$ cat config.mk
export PLATFORM = sky130hd
export DESIGN_NAME = ula_arbiter_flat
export DESIGN_NICKNAME = d
export VERILOG_FILES = /design/src/rtl/ula_arbiter_if.sv /design/src/rtl/ula_arbiter.sv /design/src/flat_wrapper.sv
export SDC_FILE = /design/constraint.sdc
export NUM_CORES = 1
export LEC_CHECK = 0
export BUFFER_PORTS_ARGS = -buffer_cell sky130_fd_sc_hd__buf_2
export CORE_ASPECT_RATIO = 0.9
export CORE_UTILIZATION = 43
export DETAILED_ROUTE_END_ITERATION = 6
export PLACE_DENSITY = 0.8
export SKIP_CTS_REPAIR_TIMING = 1
export SYNTH_ARGS = -nofsm -noshare
export SYNTH_HDL_FRONTEND = slang
export SYNTH_SLANG_ARGS = --single-unit
export TNS_END_PERCENT = 5
$ cat constraint.sdc
create_clock -name clk -period 1.1 [get_ports clk]
set_input_delay 0 -clock clk [delete_from_list [all_inputs] [get_ports clk]]
set_output_delay 0 -clock clk [all_outputs]
set_load 0.01 [all_outputs]
$ cat src/rtl/ula_arbiter_if.sv
// ula_arbiter_if: request/result bus between two requesters, the arbiter and a ULA instance.
// slave  = arbiter side (takes req/a/b/sel and ULA result; drives gnt/done/res/flag, ULA inputs and busy)
// master = environment side (requesters plus the ULA)
interface ula_arbiter_if;
  logic       req0, req1;
  logic [3:0] a0, a1, b0, b1;
  logic [1:0] sel0, sel1;
  logic       gnt0, gnt1, done0, done1;
  logic [3:0] res0, res1;
  logic       flag0, flag1;
  logic [3:0] ula_a, ula_b;
  logic [1:0] ula_sel;
  logic [3:0] ula_resul;
  logic       ula_flag;
  logic       busy;
  modport slave (
    input  req0, req1, a0, a1, b0, b1, sel0, sel1, ula_resul, ula_flag,
    output gnt0, gnt1, done0, done1, res0, res1, flag0, flag1, ula_a, ula_b, ula_sel, busy
  );
  modport master (
    output req0, req1, a0, a1, b0, b1, sel0, sel1, ula_resul, ula_flag,
    input  gnt0, gnt1, done0, done1, res0, res1, flag0, flag1, ula_a, ula_b, ula_sel, busy
  );
endinterface

$ cat src/rtl/ula_arbiter.sv
// ula_arbiter: round-robin two-port arbiter/sequencer in front of a shared 4-bit ULA.
// Ports: clk, rst (sync, active-high), bus (ula_arbiter_if.slave: requests, operands,
// gnt/done pulses, per-port res/flag, ULA a/b/sel out, ULA result in, busy).
// Build option: ULA_ARB_FIXED_PRIO_EN gives requester 0 fixed priority (no pointer).
module ula_arbiter (
  input logic         clk,
  input logic         rst,
  ula_arbiter_if.slave bus
);
  typedef enum logic {IDLE = 1'b0, EXEC = 1'b1} state_e;
  state_e     state_q, state_d;
  logic       any_req, start, busy, win, id_q;
  logic [3:0] op_a_q, op_b_q;
  logic [1:0] op_sel_q;
  logic       gnt0_q, gnt1_q, done0_q, done1_q;
  logic [3:0] res0_q, res1_q;
  logic       flag0_q, flag1_q;
  assign any_req = bus.req0 | bus.req1;
  assign start   = (state_q == IDLE) & any_req;
`ifdef ULA_ARB_FIXED_PRIO_EN
  assign win = ~bus.req0;
`else
  logic last_q;
  // win=1 selects requester 1; on contention serve whoever was not served last
  assign win = (bus.req0 & bus.req1) ? ~last_q : bus.req1;
`endif
  always_ff @(posedge clk) begin
    if (rst) begin
      state_q  <= IDLE;
      id_q     <= 1'b0;
      op_a_q   <= 4'd0;
      op_b_q   <= 4'd0;
      op_sel_q <= 2'd0;
      gnt0_q   <= 1'b0;
      gnt1_q   <= 1'b0;
      done0_q  <= 1'b0;
      done1_q  <= 1'b0;
      res0_q   <= 4'd0;
      res1_q   <= 4'd0;
      flag0_q  <= 1'b0;
      flag1_q  <= 1'b0;
`ifndef ULA_ARB_FIXED_PRIO_EN
      last_q   <= 1'b1;
`endif
    end else begin
      state_q <= state_d;
      gnt0_q  <= start & ~win;
      gnt1_q  <= start & win;
      done0_q <= busy & ~id_q;
      done1_q <= busy & id_q;
      if (start) begin
        id_q     <= win;
        op_a_q   <= win ? bus.a1 : bus.a0;
        op_b_q   <= win ? bus.b1 : bus.b0;
        op_sel_q <= win ? bus.sel1 : bus.sel0;
      end
      if (busy & ~id_q) begin
        res0_q  <= bus.ula_resul;
        flag0_q <= bus.ula_flag;
      end
      if (busy & id_q) begin
        res1_q  <= bus.ula_resul;
        flag1_q <= bus.ula_flag;
      end
`ifndef ULA_ARB_FIXED_PRIO_EN
      if (busy) last_q <= id_q;
`endif
    end
  end
  always_comb begin
    state_d = start ? EXEC : IDLE;
  end
  always_comb begin
    busy        = state_q == EXEC;
    bus.ula_a   = busy ? op_a_q : 4'd0;
    bus.ula_b   = busy ? op_b_q : 4'd0;
    bus.ula_sel = busy ? op_sel_q : 2'd0;
  end
  assign bus.busy  = busy;
  assign bus.gnt0  = gnt0_q;
  assign bus.gnt1  = gnt1_q;
  assign bus.done0 = done0_q;
  assign bus.done1 = done1_q;
  assign bus.res0  = res0_q;
  assign bus.res1  = res1_q;
  assign bus.flag0 = flag0_q;
  assign bus.flag1 = flag1_q;
endmodule

$ cat src/flat_wrapper.sv
// flat-port wrapper written by rule: the top's interface ports become plain ports
module ula_arbiter_flat 
  (clk, rst, bus_req0, bus_req1, bus_a0, bus_a1, bus_b0, bus_b1, bus_sel0, bus_sel1, bus_ula_resul, bus_ula_flag, bus_gnt0, bus_gnt1, bus_done0, bus_done1, bus_res0, bus_res1, bus_flag0, bus_flag1, bus_ula_a, bus_ula_b, bus_ula_sel, bus_busy);
  ula_arbiter_if bus_i ();
  input logic clk;
  input logic rst;
  input wire logic [$bits(bus_i.req0)-1:0] bus_req0;
  input wire logic [$bits(bus_i.req1)-1:0] bus_req1;
  input wire logic [$bits(bus_i.a0)-1:0] bus_a0;
  input wire logic [$bits(bus_i.a1)-1:0] bus_a1;
  input wire logic [$bits(bus_i.b0)-1:0] bus_b0;
  input wire logic [$bits(bus_i.b1)-1:0] bus_b1;
  input wire logic [$bits(bus_i.sel0)-1:0] bus_sel0;
  input wire logic [$bits(bus_i.sel1)-1:0] bus_sel1;
  input wire logic [$bits(bus_i.ula_resul)-1:0] bus_ula_resul;
  input wire logic [$bits(bus_i.ula_flag)-1:0] bus_ula_flag;
  output wire logic [$bits(bus_i.gnt0)-1:0] bus_gnt0;
  output wire logic [$bits(bus_i.gnt1)-1:0] bus_gnt1;
  output wire logic [$bits(bus_i.done0)-1:0] bus_done0;
  output wire logic [$bits(bus_i.done1)-1:0] bus_done1;
  output wire logic [$bits(bus_i.res0)-1:0] bus_res0;
  output wire logic [$bits(bus_i.res1)-1:0] bus_res1;
  output wire logic [$bits(bus_i.flag0)-1:0] bus_flag0;
  output wire logic [$bits(bus_i.flag1)-1:0] bus_flag1;
  output wire logic [$bits(bus_i.ula_a)-1:0] bus_ula_a;
  output wire logic [$bits(bus_i.ula_b)-1:0] bus_ula_b;
  output wire logic [$bits(bus_i.ula_sel)-1:0] bus_ula_sel;
  output wire logic [$bits(bus_i.busy)-1:0] bus_busy;
  assign bus_i.req0 = bus_req0;
  assign bus_i.req1 = bus_req1;
  assign bus_i.a0 = bus_a0;
  assign bus_i.a1 = bus_a1;
  assign bus_i.b0 = bus_b0;
  assign bus_i.b1 = bus_b1;
  assign bus_i.sel0 = bus_sel0;
  assign bus_i.sel1 = bus_sel1;
  assign bus_i.ula_resul = bus_ula_resul;
  assign bus_i.ula_flag = bus_ula_flag;
  assign bus_gnt0 = bus_i.gnt0;
  assign bus_gnt1 = bus_i.gnt1;
  assign bus_done0 = bus_i.done0;
  assign bus_done1 = bus_i.done1;
  assign bus_res0 = bus_i.res0;
  assign bus_res1 = bus_i.res1;
  assign bus_flag0 = bus_i.flag0;
  assign bus_flag1 = bus_i.flag1;
  assign bus_ula_a = bus_i.ula_a;
  assign bus_ula_b = bus_i.ula_b;
  assign bus_ula_sel = bus_i.ula_sel;
  assign bus_busy = bus_i.busy;
  ula_arbiter u_core (.clk(clk), .rst(rst), .bus(bus_i));
endmodule
==> results.md <==
Run status:
- The flow ran to the end, but the final reports show violations.
- The checks that failed: setup timing.

Synthesis:
- The number of unique standard cell types used by synthesis is 21.
- The share of the Yosys chip area taken by registers is 0.479.
- The average instance in the mapped netlist occupies 8.68 µm².
- During synthesis, Yosys emitted a total of 0 warnings.
- The mapped cell area is 1130 µm².
- Synthesis handed over a netlist of 130 instances.
- Synthesis inferred 27 register bits.
- Synthesis produced a netlist with a net count of 159.

Setup path:
- The reg-to-reg critical path startpoint is u_core.bus.busy.
- The sort of element at the start of the critical path is a flip-flop.
- The critical setup path kind is flip-flop to output pin.
- The largest incremental delay on the critical path is between 0.4 and 0.5 ns.
- The capturing element type of the critical path is an output pin.
- Along the worst path, the maximum fanout reaches 7.
- Walking the worst path, the cells encountered are buf_8 -> and2_1 -> buf_2.
- The endpoint identified for the worst register-to-register timing path is u_core.bus.res0[3].
- In this run the register-to-register setup slack is -0.01 ns.
- The depth of the worst register-to-register path is 4.
- For the worst setup path, the data arrival time is 1.16 ns.
- The critical-path cell with the highest stage delay is sky130_fd_sc_hd__dfxtp_4.
- The data required time at the worst endpoint is 1.10 ns.

Layout:
- Counting the fill cells in the layout gives 146.
- In the final layout, flip-flops and latches occupy 546 µm².
- The filler-free cell count of the finished design is 243.
- In the final design database the tool counted approximately 250 nets.
- The number of antenna diodes in the final layout is 0.
- Relative to the synthesized area, the layout overhead comes to 65.9%.
- In the final layout, the share of cells above drive strength 1 is 0.391.
- The library cells used most frequently in the layout, excluding fill and tap cells, are sky130_fd_sc_hd__buf_2, sky130_fd_sc_hd__nand2_1, sky130_fd_sc_hd__dlygate4sd3_1.
- Leaving out fill and tap cells, the most frequent cell in the layout is sky130_fd_sc_hd__buf_2.
- The multi-input logic area is 557 µm².

Die:
- After floorplanning, the core was sized to cover between 2000 and 2500 µm².
- In this run the core area contains 17 standard-cell rows.
- The initial utilization of the core area, before any placement, comes to 0.457.
- The floorplan step set the die height to slightly above 50 µm.
- The floorplan die width is roughly 56 µm.
- For this design the top-level I/O count stands at 54.
- The floorplan step defined a die boundary enclosing 2830 µm².

GRT:
- The via count of the first global-routing pass is approximately 1000.
- The initial antenna violation count is 0.
- The pin count of the biggest net entering global routing is 16.
- The global-route wire length before repair is approximately 4400 µm.
- The total grt overflow is 0.
- For this run, the total global-route usage over all layers was measured as 0.200.

Timing:
- The shortest period the worst path allows is 1.16 ns.
- Setup violations remaining at the end of the flow were counted as 12.
- Setup repair after global routing could not meet its margin everywhere.
- The worst slew margin relative to its limit is 0.817.
- The final count of pins violating max slew is 0.
- At the pin with the least slew margin, the transition time is 0.274 ns.
- The worst setup margin is -0.0579 ns.
- The hold violation count in the final report came to 0.
- The worst-case clock skew is 0.00348 ns.
- Derived from the worst setup path, the maximum achievable clock frequency is around 860 MHz.
- The final cycle utilization of the critical path is 1.05.

Placement:
- The placer's final routability congestion estimate is 0.719.
- The cell count after placement is around 210.
- Prior to clock tree synthesis, the placed netlist has a worst setup slack of 0.0172 ns.
- The number of port buffers is 53.
- The placed wire-length estimate is 2060 µm.

Power and ir drop:
- The power after layout is ~2.1 mW.
- The maximum vdd drop is 795 µV.
- The power density over cell area is 1110 nW/µm².
- The static leakage power is 0.872 nW.

Route:
- The number of routed nets with antenna violations is 0.
- The total wire length is between 3000 and 4000 µm.
- The detailed-router iteration count before antenna repair is 4.
- The via count of the routed design is 1254.
- After detailed routing, the number of vias per cell comes to 5.16.
- The number of remaining DRC errors is 0.
- The routed wire length per instance is 15.0 µm.
- For this block, the initial DRC count from the detailed router was 33.

Clocking:
- The clock passes through at most 2 buffers.
- CTS built an H-tree with a depth of 1.
- The later-pin clock latency in the skew report is 0.33 ns.
- The tree is rooted in a sky130_fd_sc_hd__clkbuf_4.
- The TritonCTS clock tree is built.
- The clock net in this run drives a total of 27 sinks.
- The clock slew at the register clock pins of the worst setup and hold paths is ~0.14 ns.
- The number of clock buffers added by TritonCTS is 3.

Run:
- The tool flagged a number of max-cap violations equal to 0.

Min path:
- The worst hold path passes through 3 cells.
- The endpoint of the worst hold path is u_core.bus.gnt1.
- The path class of the tightest hold or removal check is input port to flip-flop.
- The startpoint of the most critical hold path is bus_req0.
==> power breakdown <==
| part | internal (mW) | total [mW] | switching, mW |
|---|---|---|---|
| clock network | 0.137 | 0.443 | 0.306 |
| logic | 0.300 | 0.528 | 0.228 |
| registers | 1.05 | 1.11 | 0.0542 |
| total | 1.49 | 2.08 | 0.588 |
==> stage by stage <==
stage               utilization  TNS (ns)  area, µm²  hold slack (ns)
floorplan                     -         0       1130            0.147
global placement          0.584         0       1440            0.256
detailed placement        0.584         0       1440            0.268
CTS                       0.595     -1.57       1470          -0.0816
global route              0.759    -0.955       1870            0.124
finish                    0.759    -0.333       1870            0.116
==> worst max path at each step <==
| stage | startpoint | to | slack [ns] | cells after the start |
|---|---|---|---|---|
| final | u_core.bus.busy | bus_ula_b[0] | -0.06 | 3 |
| after global routing | u_core.bus.busy | bus_ula_b[0] | -0.09 | 3 |
| after CTS | u_core.bus.busy | bus_ula_a[0] | -0.15 | 3 |
| after detailed placement | u_core.bus.busy | u_core.bus.res0[0] | 0.02 | 4 |
| after global placement | u_core.bus.busy | u_core.bus.res0[2] | 0.09 | 4 |
| after floorplan | u_core.bus.busy | u_core.op_a_q[2] | 0.02 | 5 |
==> logic make-up (layout without fill, tap and decap cells) <==
family | Yosys count | in the layout | synth area share
AOI/OAI and AO/OA | 21 | 21 | 0.144
muxes | 5 | 5 | 0.0443
buffers and inverters | 13 | 98 | 0.0654
and+or+nand+nor | 64 | 64 | 0.267
DFF | 27 | 27 | 0.479
==> critical path: cells and delay by family (launching register included) <==
family / cells / cell delay [ns]
buffers and inverters: 2 / 0.26
AND/OR/NAND/NOR: 1 / 0.14
flip-flops: 1 / 0.43
==> registers in the layout (all words and copies together), names as in the netlist <==
signal / flops
u_core.bus.flag0: 1
u_core.bus.done1: 1
u_core.op_b_q: 4
u_core.last_q: 1
u_core.bus.gnt0: 1
u_core.bus.res0: 4
u_core.bus.flag1: 1
u_core.id_q: 1
u_core.bus.gnt1: 1
u_core.bus.res1: 4
u_core.op_sel_q: 2
u_core.op_a_q: 4
u_core.bus.busy: 1
u_core.bus.done0: 1
==> routing by layer <==
metal,vias to the layer above,part of all wire,GRT usage
met5,-,0,0
met4,0,0.026,0.0935
met3,9,0.052,0.0361
met2,44,0.49,0.333
met1,592,0.43,0.252
li1,609,-,-
==> area by class of cell <==
type | count | share of cell area
clock buffer | 3 | 0.0120
multi-input combinational | 90 | 0.297
clock inverter | 1 | 0.00267
tap | 28 | 0.0187
sequential | 27 | 0.291
timing repair buffer | 91 | 0.372
inverter | 3 | 0.00602
==> synthesized netlist by cell type, drive strengths merged <==
| master | n | area, µm² |
|---|---|---|
| a21bo | 1 | 10.0 |
| a21boi | 1 | 11.3 |
| a21oi | 6 | 30.0 |
| a2bb2oi | 1 | 8.76 |
| a32oi | 10 | 87.6 |
| and2 | 10 | 62.6 |
| buf | 9 | 58.8 |
| clkbuf | 1 | 3.75 |
| dfxtp | 27 | 541 |
| inv | 3 | 11.3 |
| mux2i | 5 | 50.1 |
| nand2 | 27 | 101 |
| nand2b | 10 | 62.6 |
| nand3 | 5 | 25.0 |
| nor2 | 9 | 33.8 |
| nor2b | 1 | 6.26 |
| nor3 | 2 | 10.0 |
| o21ai | 1 | 5.00 |
| o21ba | 1 | 10.0 |
Power figures use the tool's default switching activity.
